## config.mk

```make
export PLATFORM = sky130hd
export DESIGN_NAME = alarm_scan_sequencer
export DESIGN_NICKNAME = d
export VERILOG_FILES = /design/src/rtl/alarm_scan_sequencer.sv
export SDC_FILE = /design/constraint.sdc
export NUM_CORES = 1
export LEC_CHECK = 0
export CAP_MARGIN = 10
export CORE_UTILIZATION = 37
export DETAILED_ROUTE_END_ITERATION = 7
export PLACE_DENSITY = 0.73
export SYNTH_ARGS = -nofsm -noshare
export SYNTH_HDL_FRONTEND = slang
export SYNTH_SLANG_ARGS = --single-unit
```

## constraint.sdc

```tcl
create_clock -name clk -period 1.6 [get_ports clk]
set_input_delay 0.32 -clock clk [delete_from_list [all_inputs] [get_ports clk]]
set_output_delay 0.32 -clock clk [all_outputs]
set_load 0.02 [all_outputs]
```

## src/rtl/alarm_scan_sequencer.sv

```systemverilog
// alarm_scan_sequencer: round-robin scan of NCH sensor channel pairs through one shared alarm_monitor
// Build option: define ALARM_DEBOUNCE_EN to flag a channel only after two consecutive nonzero captures.
module alarm_scan_sequencer #(
  parameter int NCH    = 4,
  parameter int SETTLE = 2,
  parameter int CH_W   = 2
) (
  input  logic              clk,
  input  logic              rst_n,
  input  logic              en,
  input  logic [1:0]        cfg_mode,
  input  logic [4*NCH-1:0]  ch_sens_a,
  input  logic [4*NCH-1:0]  ch_sens_b,
  input  logic [NCH-1:0]    ack,
  output logic [3:0]        mon_sensor_a,
  output logic [3:0]        mon_sensor_b,
  output logic [1:0]        mon_mode,
  input  logic [2:0]        mon_alarm_leds,
  input  logic [3:0]        mon_pwr_reg,
  output logic [NCH-1:0]    alarm_flags,
  output logic [CH_W-1:0]   last_ch,
  output logic [2:0]        last_leds,
  output logic [3:0]        last_pwr,
  output logic              scan_done,
  output logic              busy,
  output logic              irq
);
  localparam int CNT_W = $clog2(SETTLE + 1);
  typedef enum logic [1:0] {S_IDLE, S_SETUP, S_SETTLE, S_CAPTURE} state_t;
  state_t          r_state;
  logic [CH_W-1:0] r_ch;
  logic [CNT_W-1:0] r_cnt;
  logic [NCH-1:0]  w_sel;
  logic [NCH-1:0]  w_set;
  logic            w_cap;
  logic            w_hit;
  logic            w_last;
  logic            w_arm;
  assign w_cap  = r_state == S_CAPTURE;
  assign w_hit  = |mon_alarm_leds;
  assign w_last = r_ch == CH_W'(NCH - 1);
  assign w_sel  = NCH'(1) << r_ch;
  assign w_set  = (w_cap && w_hit && w_arm) ? w_sel : '0;
  assign busy   = r_state != S_IDLE;
`ifdef ALARM_DEBOUNCE_EN
  logic [NCH-1:0] r_hist;
  assign w_arm = |(r_hist & w_sel);
  // per-channel memory of whether the previous capture was nonzero; ack forgets it
  always_ff @(posedge clk or posedge rst_n)
    if (rst_n) r_hist <= '0;
    else r_hist <= w_cap ? ((r_hist & ~ack & ~w_sel) | (w_hit ? w_sel : '0)) : (r_hist & ~ack);
`else
  assign w_arm = 1'b1;
`endif
  // sticky flags: capture sets, ack clears, a same-cycle set beats the ack; irq trails by one cycle
  always_ff @(posedge clk or posedge rst_n)
    if (rst_n) begin
      alarm_flags <= '0;
      irq         <= 1'b0;
    end else begin
      alarm_flags <= (alarm_flags & ~ack) | w_set;
      irq         <= |alarm_flags;
    end
  // scan FSM: present one channel, let the monitor settle, capture its response, move on
  always_ff @(posedge clk or posedge rst_n)
    if (rst_n) begin
      r_state      <= S_IDLE;
      r_ch         <= '0;
      r_cnt        <= '0;
      mon_sensor_a <= '0;
      mon_sensor_b <= '0;
      mon_mode     <= '0;
      last_ch      <= '0;
      last_leds    <= '0;
      last_pwr     <= '0;
      scan_done    <= 1'b0;
    end else begin
      scan_done <= 1'b0;
      case (r_state)
        S_IDLE: if (en) begin
          r_state  <= S_SETUP;
          r_ch     <= '0;
          mon_mode <= cfg_mode;
        end
        S_SETUP: begin
          mon_sensor_a <= ch_sens_a[{r_ch, 2'b00} +: 4];
          mon_sensor_b <= ch_sens_b[{r_ch, 2'b00} +: 4];
          r_cnt        <= CNT_W'(SETTLE - 1);
          r_state      <= S_SETTLE;
        end
        S_SETTLE: begin
          r_cnt <= r_cnt - 1'b1;
          if (r_cnt == '0) r_state <= S_CAPTURE;
        end
        S_CAPTURE: begin
          last_ch   <= r_ch;
          last_leds <= mon_alarm_leds;
          last_pwr  <= mon_pwr_reg;
          scan_done <= w_last;
          r_ch      <= (w_last || !en) ? '0 : CH_W'(r_ch + 1'b1);
          r_state   <= en ? S_SETUP : S_IDLE;
          if (w_last) mon_mode <= cfg_mode;
          if (!en) begin
            mon_sensor_a <= '0;
            mon_sensor_b <= '0;
            mon_mode     <= '0;
          end
        end
        default: r_state <= S_IDLE;
      endcase
    end
endmodule
```

# [Yosys cells after proc, flatten, opt, wreduce, memory -nomap -nowiden]
# Cells that the tools add are included.
# W data, S select, Z words.
[totals] regBits=31 latchBits=0 ram_bits=0 romBits=0 inputBits=48 out_inout_bits=26 word_cells=60 memories=0
[op_classes] addsub=2 multipliers=0 div_mod_pow=0 order_cmp=0 n_eq_ne=8 shifts=3 mux=17 bitwise=3 reduce_logical=15
[ops] op="$shiftx A16 B5 Y4" count=2
[ops] op="$pmux W4 S2" count=2
[ops] op="$mux W2" count=7
[ops] op="$pmux W2 S2" count=3
[ops] op="$mux W4" count=2
[ops] op="$pmux W2 S4" count=1
[ops] op="$reduce_bool A2 Y1" count=4
[ops] op="$eq A2 B2 Y1 const B" count=3
[ops] op="$ne A2 B2 Y1 const B" count=3
[ops] op="$reduce_and A2 Y1" count=3
[ops] op="$and A4 B4 Y4" count=1
[ops] op="$logic_not A2 Y1" count=2
[ops] op="$not A4 Y4" count=1
[ops] op="$or A4 B4 Y4" count=1
[ops] op="$reduce_or A4 Y1" count=1
[ops] op="$shl A1 B2 Y4 const A" count=1
[ops] op="$ne A3 B2 Y1 const B" count=1
[ops] op="$reduce_and A3 Y1" count=1
[ops] op="$reduce_or A3 Y1" count=1
[ops] op="$add A2 B1 Y2 const B" count=1
[ops] op="$eq A2 B1 Y1 const B" count=1
[ops] op="$mux W1" count=2
[ops] op="$sub A2 B1 Y2 const B" count=1
[ops] op="$logic_and A1 B1 Y1" count=1
[ops] op="other kinds (2)" count=2

# [Depth between registers and ports, before layout]
# Gate-level depths: netlist (run 1).
[logic_depth] word_depth=4 depth_mapped=6 mapped_depth_nobuf=5

# [Worst setup path after synthesis (run 1)]
# No wires, ideal clock.
[synth_path] path_kind="register to register" from="reg r_state[0]" to="reg r_state[1]" setup_time_ns=0.128 arrival_ns=1.405 t_required_ns=1.472 path_slack_ns=0.067 path_stages_with_launch=6 n_path_buf=0 period_less_slack_ns=1.533 path_cell_list="dfrtp_1 > inv_1 > ha_1 > nor2b_1 > or2_1 > mux2_1"
[synth_between] elab_chain_cells=3 elab_cells_between_ends=8 classes_between="5 x eq/ne; 1 x mux; 2 x reduce/logical"
[synth_rtl] element="start, declared" line="30" source="state_t r_state;"
[synth_rtl] element="start signal, assigned" line="101" source="r_state <= en ? S_SETUP : S_IDLE;"
[synth_rtl] element="$eq A2 B2 Y1 / $logic_not A2 Y1 (equally long branches)" line="79" source="case (r_state)"
[synth_rtl] element="$ne A2 B2 Y1 (no line)"
[synth_rtl] element="$reduce_and A2 Y1 (no line)"
# Parallel ways exist; a longest one is shown, timed or not.
# A chain may end at the register's enable or synchronous reset.

# [Final worst setup path (run 1)]
[layout_path] from="reg r_state[1]" to="reg r_state[1]"
# Same word-level chain as after synthesis.

==> results by group, run 1 <==
Finish
  – Post-route insts no fill: between 200 and 300
  – Area delta synth->final: 68.0%
  – Post-route cell area: 2720 µm²
  – Nets: roughly 290
  – Fin util: 0.662
  – Ant. Diodes: 0
  – Layout cells sized above 1: 0.161

Global routing
  – Grt ovf: 0
  – Initial antenna violation count: 0
  – Overall routing resource usage: 0.182
  – Largest net degree at the start of global routing: 32
  – Vias in the first global route: 1374
  – First-pass GRT wire length: 6100 µm

Logic synthesis
  – Top-count cell post-synth: dfrtp_1
  – Mapped cell area: 1620 µm²
  – Syn. warnings: 0
  – Synth top area cells: dfrtp_1 48%, mux2i_1 12%, ha_1 8.5%, mux2_1 6.9%, a21o_1 3.7%
  – Syn Inst Count: 140
  – FFs w/ async S/R, synth: 1.00
  – Distinct cells, synth: 26
  – Synth Flop Type: dfrtp_1
  – Synth top area share: 0.479
  – EDFF count, synth: 0
  – Yosys top cell by area: dfrtp_1
  – Synth top cells by count: 31 x dfrtp_1, 20 x mux2i_1, 14 x inv_1
  – Synthesis-stage register bit count: 31
  – Seq/Total Area, Yosys: 0.479
  – Post-synthesis net count: 199
  – Post-Syn Area per Cell: 11.6 µm²

Timing
  – Final hold viol count: 0
  – Final worst slack: 0.0265 ns
  – RSZ-0062 raised after global routing: true
  – Final cycle utilization of the critical path: 0.983
  – Setup TNS: 0 ns
  – Post-layout minimum cycle time: 1.57 ns
  – Final Skew: 0.00829 ns
  – Pin slew with the least headroom to its limit: 0.390 ns
  – Final setup viols: 0
  – Fmax: 0.636 GHz
  – Min Hold Slack: 0.442 ns
  – Max-slew headroom: 0.740
  – Slew Limit Fails: 0

Power and ir drop
  – Leakage power: 1.34 nW
  – P per Cell Area: 1790 nW/µm²
  – Pwr Total: 4.87 mW
  – Peak VDD IR: about 1.2 mV

Setup path
  – CP Data Required Time: 1.76 ns
  – Crit Path Max Fanout: 3
  – CP Capture Type: flip-flop
  – CP Class: reg2reg
  – Crit start category: flip-flop
  – Reg2Reg Depth: 6
  – CP arrival: around 1.7 ns

Drt
  – Vias: 1351
  – DRT Pass-1 Iters: 4
  – Routed WL: 4170 µm
  – DRT antenna net count: 0
  – First DRT Iteration DRCs: 35
  – WL/cell: 14.9 µm
  – Number of remaining DRC errors: 0
  – Vias/cell: 4.83

Placement
  – I/O Buffers: 73
  – Placed Cells: about 270
  – Dpl cell area: ~2500 µm²
  – Routability cong.: 0.873
  – Detailed placer's ending HPWL: 3140 µm
  – Place WS: -0.0899 ns

Floorplanning
  – Std cell rows: 23
  – DIE WIDTH: 68.2 µm
  – Initial core utilization: 0.394
  – Core area: 4120 µm²
  – Die Y: 68.2 µm
  – Count of boundary I/O pins: 74
  – Total die area: 4650 µm²

Clocking
  – Worst-Skew Late Latency: 0.27 ns
  – Num CTS Buffers: 5
  – Clock Root Buffer: clkbuf_8
  – CTS Buffer Depth: 2
  – Clock Sinks: 31
  – H-tree Lvls: 2
  – Clock tree from TritonCTS: yes
  – Clock transition at path regs: 0.07 ns
  – Hold Buf Count CTS: 0

Status
  – Status: complete, no violations

Job
  – Maxcap violations: 0

Worst hold path
  – Hold Path Class: in2async
[cell type report]
type / count / area (µm²)
flip-flops and latches: 31 / 776
clock buffers: 6 / 72.6
multi-input cells: 90 / 831
fillers: 321 / 1390
repair buffers: 86 / 865
well taps: 50 / 62.6
clock inverters: 2 / 60.1
inverters: 15 / 56.3
[path summary, 6_finish.rpt]
check	from	end	slack [ns]
max in group asynchronous	rst_n	mon_sensor_a[3]	0.86
worst max register to register	r_state[1]	r_state[1]	0.03
min in group clk	mon_sensor_a[2]	mon_sensor_a[2]	0.48
worst min-delay path	rst_n	last_pwr[3]	0.44
worst max-delay path	r_state[1]	r_state[1]	0.03
worst min register to register	mon_sensor_a[2]	mon_sensor_a[2]	0.48
[kinds of logic after synthesis]
kind of cell / Yosys count / synth area share
buffers and inverters: 19 / 0.0510
muxes: 31 / 0.200
adders and majority gates: 11 / 0.0849
AOI/OAI and AO/OA: 27 / 0.118
DFF: 31 / 0.479
and+or+nand+nor: 21 / 0.0672
[placed cells by master (no fill, tap or decap), drive strengths merged]
cell,instances
ha,11
dfrtp,31
nor2,3
nand3b,1
a21o,8
bufinv,2
nand2,9
clkdlybuf4s15,1
nand2b,1
nor2b,3
or3b,1
o31a,1
dlymetal6s2s,6
inv,15
a211o,1
a211oi,1
or2,1
mux2i,20
a32o,1
o21ai,5
o31ai,2
mux2,11
clkbuf,6
o22ai,8
nand4,1
buf,13
and2,1
clkdlybuf4s50,66
[what timing repair did]
item / in CTS / in global routing
gates resized for setup: 7 / 19
endpoints found under the setup margin: 9 / 17
cloned: 0 / 0
buffers inserted: 1 / 0
pin swaps: 1 / 3
[registers in the layout, indices dropped and copies added, names as in the netlist]
register	flops
mon_mode	2
r_state	2
irq	1
scan_done	1
last_leds	3
r_cnt	2
mon_sensor_b	4
mon_sensor_a	4
last_pwr	4
last_ch	2
r_ch	2
alarm_flags	4
[critical path: stages, from the launching register on]
cell and delay [ns]:
dfrtp_1 0.39, inv_2 0.08, ha_4 0.16, buf_4 0.13
nor2b_4 0.12, or2_1 0.26, mux2_4 0.30
[report_power, final]
part	leakage, nW	internal [mW]	switching, mW
clock network	0.0654	0.622	0.271
registers	0.390	1.11	0.171
logic	0.881	1.44	1.27
total	1.34	3.16	1.71
[per-layer routing]
metal / part of all wire / global-route usage
met1: 0.40 / 0.196
met2: 0.54 / 0.339
met3: 0.056 / 0.0583
met4: 0.0046 / 0.0469
met5: 0 / 0
No activity file was read; power rests on OpenSTA's default activity.
==> run 2: changes to the inputs <==
Settings changed: CORE_UTILIZATION 37 to 38, CTS_BUF_LIST from default to sky130_fd_sc_hd__clkbuf_8, PLACE_DENSITY 0.73 to 0.74, RECOVER_POWER from default to 50.
==> run 2 against run 1 <==
Core utilization is 0.60 points higher. Register-to-register slack better by 0.03 ns. Critical path depth is 5 lower. Total power is 2.6% lower. Critical endpoint is now mon_mode[1]. Hold slack better by 0.037 ns. Cell count stayed put. First-iteration DRC count is 37% higher. Sequential share of layout area is 0.19 points higher.
==> results by group, run 2 (same netlist as run 1, synthesis figures left out) <==
Timing
  – Final hold viol count: 0 (unchanged)
  – RSZ-0062 raised after global routing: true (unchanged)
  – Slew Limit Fails: 0 (unchanged)
  – Max-slew headroom: 0.499 (was 0.740)
  – Final Skew: 0.00536 ns (was 0.00829 ns)
  – Final worst slack: 0.0332 ns (was 0.0265 ns)
  – Final cycle utilization of the critical path: 0.979 (was 0.983)
  – Post-layout minimum cycle time: 1.57 ns (about the same)
  – Fmax: 0.638 GHz (was 0.636 GHz)
  – Pin slew with the least headroom to its limit: 0.752 ns (was 0.390 ns)
  – Final setup viols: 0 (unchanged)

Global routing
  – Initial antenna violation count: 0 (unchanged)
  – First-pass GRT wire length: 6620 µm (was 6100 µm)
  – Vias in the first global route: 1410 (was 1374)
  – Largest net degree at the start of global routing: 32 (unchanged)
  – Grt ovf: 0 (unchanged)
  – Overall routing resource usage: 0.203 (was 0.182)

Setup path
  – Worst path top cell family by delay: buffers and inverters (was flip-flops)
  – Worst Setup SP: mon_mode[1] (was r_state[1])
  – CP Capture Type: output port (was flip-flop)
  – CP Cell Sequence: clkdlybuf4s50_1 (was inv_2, ha_4, buf_4, nor2b_4, or2_1, mux2_4)
  – Worst path slowest cell: clkdlybuf4s50_1 (was dfrtp_1)
  – CP Class: reg2out (was reg2reg)
  – CP Data Required Time: 1.28 ns (was 1.76 ns)
  – Crit start category: flip-flop (unchanged)
  – Crit Path Max Fanout: 2 (was 3)
  – Worst flop-to-flop path startpoint: r_state[0] (was r_state[1])
  – Worst Path Buf+Inv: 1 (was 2)
  – Critical path's largest stage delay: 0.61 ns (was 0.39 ns)
  – CP arrival: 1.25 ns (was 1.73 ns)

Drt
  – Number of remaining DRC errors: 0 (unchanged)
  – Vias: 1367 (was 1351)
  – First DRT Iteration DRCs: 48 (was 35)
  – WL/cell: 14.8 µm (was 14.9 µm)
  – Routed WL: 4140 µm (was 4170 µm)
  – DRT antenna net count: 0 (unchanged)
  – Vias/cell: 4.88 (was 4.83)
  – DRT Pass-1 Iters: 4 (unchanged)

Clocking
  – Clock tree from TritonCTS: yes (unchanged)
  – Num CTS Buffers: 5 (unchanged)
  – Clock Sinks: 31 (unchanged)
  – Worst-Skew Late Latency: 0.29 ns (was 0.27 ns)
  – H-tree Lvls: 2 (unchanged)
  – CTS Buffer Depth: 2 (unchanged)
  – Clock transition at path regs: 0.07 ns (about the same)
  – Clock Root Buffer: clkbuf_8 (unchanged)

Power and ir drop
  – Pwr Total: 4.75 mW (was 4.87 mW)
  – Leakage power: 1.43 nW (was 1.34 nW)
  – Peak VDD IR: 1.18 mV (was 1.17 mV)
  – P per Cell Area: 1750 nW/µm² (was 1790 nW/µm²)

Finish
  – Commonest non-fill, non-tap cell in the layout: clkdlybuf4s50_1 (unchanged)
  – Fin util: 0.668 (was 0.662)
  – Post-route cell area: 2710 µm² (was 2720 µm²)
  – Layout cells sized above 1: 0.178 (was 0.161)
  – Commonest non-fill, non-tap cells in the layout: 57 x clkdlybuf4s50_1, 30 x dfrtp_1, 20 x mux2i_1 (was 66 x clkdlybuf4s50_1, 31 x dfrtp_1, 20 x mux2i_1)
  – Nets: 288 (unchanged)
  – Area delta synth->final: 67.2% (was 68.0%)
  – Ant. Diodes: 0 (unchanged)
  – Post-route insts no fill: 280 (unchanged)

Placement
  – Routability cong.: 0.852 (was 0.873)
  – Dpl cell area: 2490 µm² (unchanged)
  – Place WS: -0.0986 ns (was -0.0899 ns)
  – Detailed placer's ending HPWL: 3230 µm (was 3140 µm)
  – I/O Buffers: 73 (unchanged)
  – Placed Cells: 271 (unchanged)

Worst hold path
  – Hold Path Class: reg2reg (was in2async)
  – Min-Delay Startpoint: mon_sensor_a[0]

Floorplanning
  – Count of boundary I/O pins: 74 (unchanged)
  – Total die area: 4530 µm² (was 4650 µm²)
  – Die Y: 67.3 µm (was 68.2 µm)
  – Initial core utilization: 0.399 (was 0.394)
  – Core area: 4060 µm² (was 4120 µm²)
  – Std cell rows: 23 (unchanged)
  – DIE WIDTH: 67.3 µm (was 68.2 µm)

Job
  – Maxcap violations: 0 (unchanged)

Status
  – Status: complete, no violations (unchanged)
-- run 2: cell types whose count changed in the layout (fill, tap and decap cells not counted), sizes merged --
cell and change:
clkdlybuf4s15 -1, dlymetal6s2s +6, clkinv +2, dlygate4sd2 +2, clkdlybuf4s50 -9, dlygate4sd3 +1
bufinv -1
-- run 2: final timing paths --
kind | endpoint | slack, ns | depth (start not counted)
worst min register to register | mon_sensor_a[0] | 0.48 | 1
worst max-delay path | mon_mode[1] | 0.03 | 1
worst max register to register | r_state[1] | 0.06 | 6
min in group asynchronous | last_pwr[3] | 0.68 | 3
max in group asynchronous | r_ch[1] | 0.40 | 3
worst min-delay path | mon_sensor_a[0] | 0.48 | 1
-- run 2: through the flow --
| step | hold WS (ns) | setup TNS (ns) |
|---|---|---|
| detailed placement | 0.469 | -0.288 |
| finish | 0.479 | 0 |
| floorplan | 0.401 | 0 |
| global route | 0.499 | -0.0485 |
| CTS | 0.418 | 0 |
| global placement | 0.465 | -0.0692 |
-- run 2: layer usage --
layer / global-route usage / part of all wire / vias up
met3: 0.0456 / 0.039 / 5
met1: 0.238 / 0.40 / 668
li1: - / - / 666
met5: 0 / 0 / -
met4: 0.0798 / 0.014 / 0
met2: 0.356 / 0.54 / 28
-- run 2: final cells by class --
type                       count  area [µm²]
tap                           50        62.6
multi-input combinational     90         836
inverter                      15        56.3
timing repair buffer          86         865
clock buffer                   5        68.8
fill                         316        1350
clock inverter                 3        43.8
sequential                    31         777
-- run 2: power breakdown --
| part | total (mW) | switching (mW) | internal [mW] |
|---|---|---|---|
| clock | 0.773 | 0.310 | 0.463 |
| combinational | 2.70 | 1.28 | 1.41 |
| sequential | 1.28 | 0.171 | 1.11 |
| total | 4.75 | 1.76 | 2.98 |
-- run 2: timing repair --
action                                  in CTS  in global routing
pin swaps                                    1                  2
endpoints found under the setup margin       6                 21
buffers inserted                             1                  0
hold buffers                                 0                  0
resized for setup                           14                 23
==> run 3: changes to the inputs <==
Settings changed: ABC_AREA from default to 1, CORE_UTILIZATION 38 to 39, PLACE_DENSITY 0.74 to 0.75.
==> run 3 against run 2 <==
Flip-flop and latch count is the same. Design area is 4.6% lower. Via count rose by 14%. Largest power group unchanged.
==> results by group, run 3 <==
Finish
  – Commonest non-fill, non-tap cells in the layout: 60 x nand2_1, 59 x clkdlybuf4s50_1, 33 x nand3_1 (was 57 x clkdlybuf4s50_1, 30 x dfrtp_1, 20 x mux2i_1)
  – Nets: 339 (was 288)
  – Layout cells sized above 1: 0.117 (was 0.178)
  – Fill count: 386 (was 316)
  – Area delta synth->final: 49.7% (was 67.2%)
  – Commonest non-fill, non-tap cell in the layout: nand2_1 (was clkdlybuf4s50_1)
  – Ant. Diodes: 0 (unchanged)
  – Post-route cell area: 2580 µm² (was 2710 µm²)

Logic synthesis
  – Synth top area share: 0.450 (was 0.479)
  – Post-synthesis net count: 257 (was 199)
  – Synth Flop Type: dfrtp_1 (unchanged)
  – Synth top cells by count: 60 x nand2_1, 33 x nand3_1, 31 x dfrtp_1 (was 31 x dfrtp_1, 20 x mux2i_1, 14 x inv_1)
  – EDFF count, synth: 0 (unchanged)
  – Synthesis-stage register bit count: 31 (unchanged)
  – Post-Syn Area per Cell: 8.71 µm² (was 11.6 µm²)
  – FFs w/ async S/R, synth: 1.00 (unchanged)
  – Syn. warnings: 0 (unchanged)
  – Syn Inst Count: 198 (was 140)
  – Seq/Total Area, Yosys: 0.450 (was 0.479)
  – Top-count cell post-synth: nand2_1 (was dfrtp_1)
  – Distinct cells, synth: 24 (was 26)
  – Synth top area cells: dfrtp_1 45%, nand2_1 13%, nand3_1 9.6%, ha_1 8.0%, mux2_1 3.9% (was dfrtp_1 48%, mux2i_1 12%, ha_1 8.5%, mux2_1 6.9%, a21o_1 3.7%)
  – Mapped cell area: 1730 µm² (was 1620 µm²)
  – Yosys top cell by area: dfrtp_1 (unchanged)

Timing
  – Final setup viols: 0 (unchanged)
  – Post-layout minimum cycle time: 1.56 ns (was 1.57 ns)
  – RSZ-0062 raised after global routing: false (was true)
  – Slew Limit Fails: 0 (unchanged)
  – Final cycle utilization of the critical path: 0.976 (was 0.979)
  – Fmax: 0.640 GHz (was 0.638 GHz)
  – Max-slew headroom: 0.511 (was 0.499)
  – Final hold viol count: 0 (unchanged)
  – Pin slew with the least headroom to its limit: 0.733 ns (was 0.752 ns)
  – Final Skew: 0.00523 ns (was 0.00536 ns)
  – Min Hold Slack: 0.476 ns (was 0.479 ns)
  – Final worst slack: 0.0384 ns (was 0.0332 ns)
  – Setup TNS: 0 ns (unchanged)

Drt
  – Vias/cell: 4.70 (was 4.88)
  – Routed WL: 4050 µm (was 4140 µm)
  – DRT antenna net count: 0 (unchanged)
  – WL/cell: 12.2 µm (was 14.8 µm)
  – First DRT Iteration DRCs: 51 (was 48)
  – DRT Pass-1 Iters: 4 (unchanged)
  – Vias: 1556 (was 1367)
  – Number of remaining DRC errors: 0 (unchanged)

Global routing
  – First-pass GRT wire length: 6320 µm (was 6620 µm)
  – Overall routing resource usage: 0.185 (was 0.203)
  – Vias in the first global route: 1420 (was 1410)
  – Grt ovf: 0 (unchanged)
  – Initial antenna violation count: 0 (unchanged)
  – Largest net degree at the start of global routing: 32 (unchanged)

Setup path
  – Worst Path Buf+Inv: 1 (unchanged)
  – Worst path slowest cell: clkdlybuf4s50_1 (unchanged)
  – CP arrival: 1.24 ns (was 1.25 ns)
  – Crit Path Max Fanout: 2 (unchanged)
  – Worst path top cell family by delay: buffers and inverters (unchanged)
  – CP Cell Sequence: clkdlybuf4s50_1 (unchanged)
  – Crit start category: flip-flop (unchanged)
  – CP Data Required Time: 1.28 ns (about the same)
  – Critical path's largest stage delay: 0.61 ns (about the same)
  – CP Capture Type: output port (unchanged)
  – CP Class: reg2out (unchanged)

Clocking
  – Worst-Skew Late Latency: 0.28 ns (was 0.29 ns)
  – Clock Sinks: 31 (unchanged)
  – Postcts setup bufs: 0 (was 1)
  – Num CTS Buffers: 5 (unchanged)
  – CTS Buffer Depth: 2 (unchanged)
  – Clock tree from TritonCTS: yes (unchanged)
  – Clock Root Buffer: clkbuf_8 (unchanged)
  – H-tree Lvls: 2 (unchanged)
  – Clock transition at path regs: 0.06 ns (was 0.07 ns)

Power and ir drop
  – Leakage power: 1.27 nW (was 1.43 nW)
  – P per Cell Area: 1750 nW/µm² (about the same)
  – Peak VDD IR: 1.10 mV (was 1.18 mV)

Floorplanning
  – Total die area: 4690 µm² (was 4530 µm²)
  – Count of boundary I/O pins: 74 (unchanged)
  – Die Y: 68.5 µm (was 67.3 µm)
  – Initial core utilization: 0.419 (was 0.399)
  – Std cell rows: 23 (unchanged)
  – Core area: 4120 µm² (was 4060 µm²)
  – DIE WIDTH: 68.5 µm (was 67.3 µm)

Placement
  – Detailed placer's ending HPWL: 3090 µm (was 3230 µm)
  – Routability cong.: 0.738 (was 0.852)
  – Dpl cell area: 2500 µm² (was 2490 µm²)
  – Place WS: 0.0488 ns (was -0.0986 ns)
  – I/O Buffers: 73 (unchanged)

Job
  – Maxcap violations: 0 (unchanged)

Status
  – Status: complete, no violations (unchanged)

Worst hold path
  – Hold Path Class: reg2reg (unchanged)
-- run 3: final timing paths --
check / slack, ns / cells past startpoint / endpoint / start
max in group asynchronous: 0.44 / 3 / mon_sensor_a[2] / rst_n
max: 0.04 / 1 / mon_mode[0] / mon_mode[0]
min reg2reg: 0.48 / 2 / mon_sensor_a[2] / mon_sensor_a[2]
max reg2reg: 0.18 / 6 / mon_sensor_a[3] / r_state[0]
min: 0.48 / 2 / mon_sensor_a[2] / mon_sensor_a[2]
min in group asynchronous: 0.69 / 3 / alarm_flags[3] / rst_n
-- run 3: cell families (layout without fill, tap and decap cells) --
| kind of cell | after synthesis | in the layout | share of synthesized area |
|---|---|---|---|
| flops | 31 | 31 | 0.450 |
| fa+ha+maj | 11 | 11 | 0.0798 |
| simple gates | 108 | 108 | 0.277 |
| mux | 6 | 6 | 0.0392 |
| compound gates | 17 | 17 | 0.0616 |
| buf+inv | 25 | 108 | 0.0928 |
-- run 3: cell type report --
type                       count  area, µm²  area share
clock buffer                   6       82.6      0.0320
inverter                      18       76.3      0.0295
clock inverter                 2       35.0      0.0136
timing repair buffer          82        759       0.294
tap                           50       62.6      0.0242
multi-input combinational    142        792       0.307
sequential                    31        776       0.300
-- run 3: worst min-delay path: cells and delay by family (launching register included) --
family	cells	cell delay (ns)
flops	1	0.34
simple gates	2	0.11
-- run 3: what timing repair did --
item | 4_1_cts | 5_1_grt
pin swaps | 0 | 0
resized for setup | 1 | 15
hold buffers | 0 | 0
endpoints found under the setup margin | 1 | 21
-- run 3: per-layer routing --
| metal | global-route usage | vias up | routed length [µm] |
|---|---|---|---|
| met5 | 0 | - | 0 |
| met4 | 0.0651 | 0 | 54 |
| met3 | 0.0592 | 5 | 251 |
| met2 | 0.314 | 36 | 2020 |
| met1 | 0.219 | 710 | 1720 |
| li1 | - | 805 | - |
-- run 3: power breakdown --
group          switching, mW  internal, mW
combinational           1.39          1.06
clock                  0.279         0.503
sequential             0.181          1.12
total                   1.85          2.68
-- run 3: stage by stage --
stage / total power, mW / std cells / util
floorplan: 2.95 / 198 / -
global placement: 3.84 / 323 / 0.608
detailed placement: 3.89 / 323 / 0.608
CTS: 4.69 / 331 / 0.636
global route: 4.91 / 331 / 0.628
finish: 4.53 / 331 / 0.628
